`src/rtl/ahb_master_port.sv`:
```
// ahb_master_port: single-transfer AHB master with hbusreq/hgrant arbitration and core valid/ready front end
module ahb_master_port #(
    parameter int ADDR_W = 32,
    parameter int DATA_W = 32
) (
    input  logic              clk,
    input  logic              rst,
    input  logic              req_valid,
    output logic              req_ready,
    input  logic              req_write,
    input  logic [ADDR_W-1:0] req_addr,
    input  logic [DATA_W-1:0] req_wdata,
    input  logic [2:0]        req_size,
    output logic              rsp_valid,
    output logic [DATA_W-1:0] rsp_rdata,
    output logic              rsp_err,
    output logic              hbusreq,
    input  logic              hgrant,
    output logic [ADDR_W-1:0] haddr,
    output logic [1:0]        htrans,
    output logic              hwrite,
    output logic [2:0]        hsize,
    output logic [2:0]        hburst,
    output logic [DATA_W-1:0] hwdata,
    input  logic [DATA_W-1:0] hrdata,
    input  logic              hready,
    input  logic [1:0]        hresp
);
    typedef enum logic [1:0] {ST_IDLE, ST_REQ, ST_ADDR, ST_DATA} state_t;
    localparam logic [1:0] HT_IDLE = 2'b00;
    localparam logic [1:0] HT_NONSEQ = 2'b10;
    state_t            state;
    logic [ADDR_W-1:0] a_addr;
    logic              a_write;
    logic [DATA_W-1:0] a_wdata;
    logic [2:0]        a_size;
    logic              accept;
    logic              misaligned;
    assign req_ready = (state == ST_IDLE) && !rst;
    assign accept = req_valid && req_ready;
    assign misaligned = (req_size > 3'b010) ||
                        (req_size == 3'b001 && req_addr[0]) ||
                        (req_size == 3'b010 && req_addr[1:0] != 2'b00);
    assign hburst = 3'b000;
    // command latch, arbitration handshake, single NONSEQ transfer and response strobe
    always_ff @(posedge clk or posedge rst) begin
        if (rst) begin
            state     <= ST_IDLE;
            hbusreq   <= 1'b0;
            htrans    <= HT_IDLE;
            haddr     <= '0;
            hwrite    <= 1'b0;
            hsize     <= '0;
            hwdata    <= '0;
            rsp_valid <= 1'b0;
            rsp_rdata <= '0;
            rsp_err   <= 1'b0;
            a_addr    <= '0;
            a_write   <= 1'b0;
            a_wdata   <= '0;
            a_size    <= '0;
        end else begin
            rsp_valid <= 1'b0;
            case (state)
                ST_IDLE: if (accept) begin
                    a_addr  <= req_addr;
                    a_write <= req_write;
                    a_wdata <= req_wdata;
                    a_size  <= req_size;
                    if (misaligned) begin
                        rsp_valid <= 1'b1;
                        rsp_err   <= 1'b1;
                        rsp_rdata <= '0;
                    end else begin
                        hbusreq <= 1'b1;
                        state   <= ST_REQ;
                    end
                end
                ST_REQ: if (hgrant && hready) begin
                    state  <= ST_ADDR;
                    htrans <= HT_NONSEQ;
                    haddr  <= a_addr;
                    hwrite <= a_write;
                    hsize  <= a_size;
                end
                ST_ADDR: if (hready) begin
                    htrans <= HT_IDLE;
                    if (hgrant) begin
                        state   <= ST_DATA;
                        hbusreq <= 1'b0;
                        hwdata  <= a_write ? a_wdata : '0;
                    end else begin
                        state <= ST_REQ;
                    end
                end
                ST_DATA: if (hready) begin
                    rsp_valid <= 1'b1;
                    rsp_rdata <= a_write ? '0 : hrdata;
                    rsp_err   <= (hresp == 2'b01);
                    state     <= ST_IDLE;
                end
                default: state <= ST_IDLE;
            endcase
        end
    end
endmodule
```
`config.mk`:
```
export PLATFORM = sky130hd
export DESIGN_NAME = ahb_master_port
export DESIGN_NICKNAME = d
export VERILOG_FILES = /design/src/rtl/ahb_master_port.sv
export SDC_FILE = /design/constraint.sdc
export NUM_CORES = 1
export LEC_CHECK = 0
export CAP_MARGIN = 20
export CORE_MARGIN = 3
export CORE_UTILIZATION = 40
export DETAILED_ROUTE_END_ITERATION = 8
export DONT_BUFFER_PORTS = 1
export GPL_TIMING_DRIVEN = 0
export PLACE_DENSITY = 0.64
export SLEW_MARGIN = 20
export SYNTH_ARGS = -nofsm -noshare
export SYNTH_HDL_FRONTEND = slang
export SYNTH_SLANG_ARGS = --single-unit
```
`constraint.sdc`:
```
create_clock -name clk -period 6.45 [get_ports clk]
set_input_delay 1.29 -clock clk [delete_from_list [all_inputs] [get_ports clk]]
set_output_delay 1.29 -clock clk [all_outputs]
set_load 0.01 [all_outputs]
```
==> flow_summary.ini <==
[run_status]
status = completed

[worst_hold_path]
hold_end = haddr[7]
min_path_type = reg -> reg
min_path_cells = 1
hold_start = a_addr[7]

[power_and_ir_drop]
p_per_area_mw_per_mm2 = 533.3
peakVddDrop_v = 0.0001871
leakagePower_nw = 3.682

[yosys]
syn_inst = 546
synth.cell_area_mm2 = 0.006973
yosysSeqAreaShare = 0.6244
synth_enable_flop_cells = 0
synthTopCellsByArea = dfrtp_1 (62%), mux2_2 (17%), nand2_1 (5.3%), mux2i_1 (4.6%), o21ai_0 (2.4%)
synthDistinctLibCells = 33
avgSynthCellArea_um2 = 12.77
ys_seq_elements = 174
yosysTopAreaCell = dfrtp_1
synth-async-reset-ratio = 1.000
synth_ff_type = dfrtp_1
yosys_warnings = 0
synth_top_area_frac = 0.6244

[sta]
final-hold-violation-count = 0
setup_violations = 0
fmax_mhz = 347.0
period_minus_slack_ns = 2.882
tightest_slew_ns = 0.5318
rsz0062_at_grt = false
drv_slew = 0
slew_headroom = 0.6454
clock_skew_ns = 0.006835
fin_crit_sh = 0.4468
fin_worst_hold_slack_ns = 0.4983

[finish]
final_cell_mix = dfrtp_1 (174), mux2_2 (104), nand2_1 (98)
drive_above_1_share = 0.2715
fillCellCount = 1583
area_growth_pct = 13.71
final_common_cell = dfrtp_1
nets = 680
post-route-util = 0.4714
antenna_cells = 0

[setup_path]
r2r_slack_ns = 4.14
r2r-end = a_write
cp-startpoint = rst
start_kind = input pin
arrival_ns = 1.59
cpPeakStageDelay_ns = 0.30
slowest_stage = and2b_1
cp_max_fo = 3
worstPathCellList = and2b_1
worstRegToRegCells = 7
path_class = in -> out
r2r_start = state[0]
crit_required_ns = 5.16
crit_family = simple AND/OR/NAND/NOR gates
crit_path_end_kind = output port
cp_num_buf_inv = 0

[global_route]
grt_pass1_wl_mm = 24.41
overflow = 0
grt_max_degree = 99
grt_pass1_vias = 4408
grt_usage = 0.1615
antenna_found_initial = 0

[route]
drtIter0Drc = 103
via_count = 4075
ant_nets = 0
vias_per_cell = 5.081
routed_wl_mm = 15.13
drt-pass1-iter-count = 4
drc = 0
routedWlPerCell_um = 18.86

[clock_tree]
cts_buffers = 17
ctsResizeCount = 0
cts_root_buf = clkbuf_16
clock_path_buffers = 2
clkTransAtPathRegs_ns = 0.06
htreeDepth = 4
cts-hold-fix-buffers = 0
cts_tree = built
clock_sinks = 174
post_cts_buffers = 0
clk_latency_ns = 0.42

[die]
die_w_um = 138.0
row_count = 47
die_h_um = 138.0
core_area_mm2 = 0.01682
top_level_ports = 216
die-area_mm2 = 0.01905
start_util = 0.4146

[run]
cap_violations = 0

[placed_design]
routabilityCongestion = 0.8014
io_buffers = 0
dpl.hpwl_mm = 11.12
## where the power goes
part	internal [mW]	switching (mW)
Combinational	0.542	0.490
Sequential	1.62	0.488
Clock	0.682	0.411
## Yosys cell counts (3+ instances only)
cell type  count
clkbuf_1      15
buf_2         10
nand2_1       98
ha_1           4
mux2i_1       32
nor2b_1        4
mux2_2       104
inv_1         38
o21ai_0       34
dfrtp_1      174
a21oi_1        5
buf_6          3
buf_4          5
## kinds of logic after synthesis
logic type	synth area share
flops	0.6244
compound gates	0.04629
mux	0.2139
fa+ha+maj	0.007178
simple gates	0.06172
buf+inv	0.04594
other cells	0.0005378
## layer usage
layer	track usage	wire length, um	vias to the layer above
li1	-	-	1857
met1	0.1880	5958	2051
met2	0.2664	7541	148
met3	0.07251	1305	19
met4	0.05564	319	0
met5	0	0	-
## metrics by stage
step	power, mW	setup TNS, ns	instance area (um2)	std cells	worst slack, ns
2_1_floorplan	2.868	0	6984	549	0.4432
3_3_place_gp	3.092	-200.24	7259	769	-1.156
3_5_place_dp	3.179	0	7295	770	3.558
4_1_cts	4.288	0	7929	802	3.559
5_1_grt	4.510	0	7929	802	3.531
6_report	4.229	0	7929	802	3.568
## final cells by class
| cell class | count | area [um2] | area share |
|---|---|---|---|
| Timing Repair Buffer | 1 | 27.53 | 0.003472 |
| Clock inverter | 9 | 156.4 | 0.01973 |
| Tap cell | 220 | 275.3 | 0.03472 |
| Multi-Input combinational cell | 304 | 2310 | 0.2913 |
| Clock buffer | 23 | 478.0 | 0.06028 |
| Inverter | 38 | 150.1 | 0.01894 |
| Sequential cell | 174 | 4354 | 0.5492 |
| Buffer | 33 | 177.7 | 0.02241 |
## how the worst max path moves through the flow
stage	depth (start not counted)	to
2_1_floorplan	1	a_addr[0]
5_1_grt	4	req_ready
3_3_place_gp	1	a_wdata[7]
3_5_place_dp	1	req_ready
4_1_cts	1	req_ready
6_report	1	req_ready
## state kept, by name, indices dropped and copies added, names as in the netlist, 2 cells and up
name / flops
a_addr: 32
a_wdata: 32
haddr: 32
hwdata: 32
rsp_rdata: 32
a_size: 3
hsize: 3
state: 2
(Power assumes the default switching activity.)
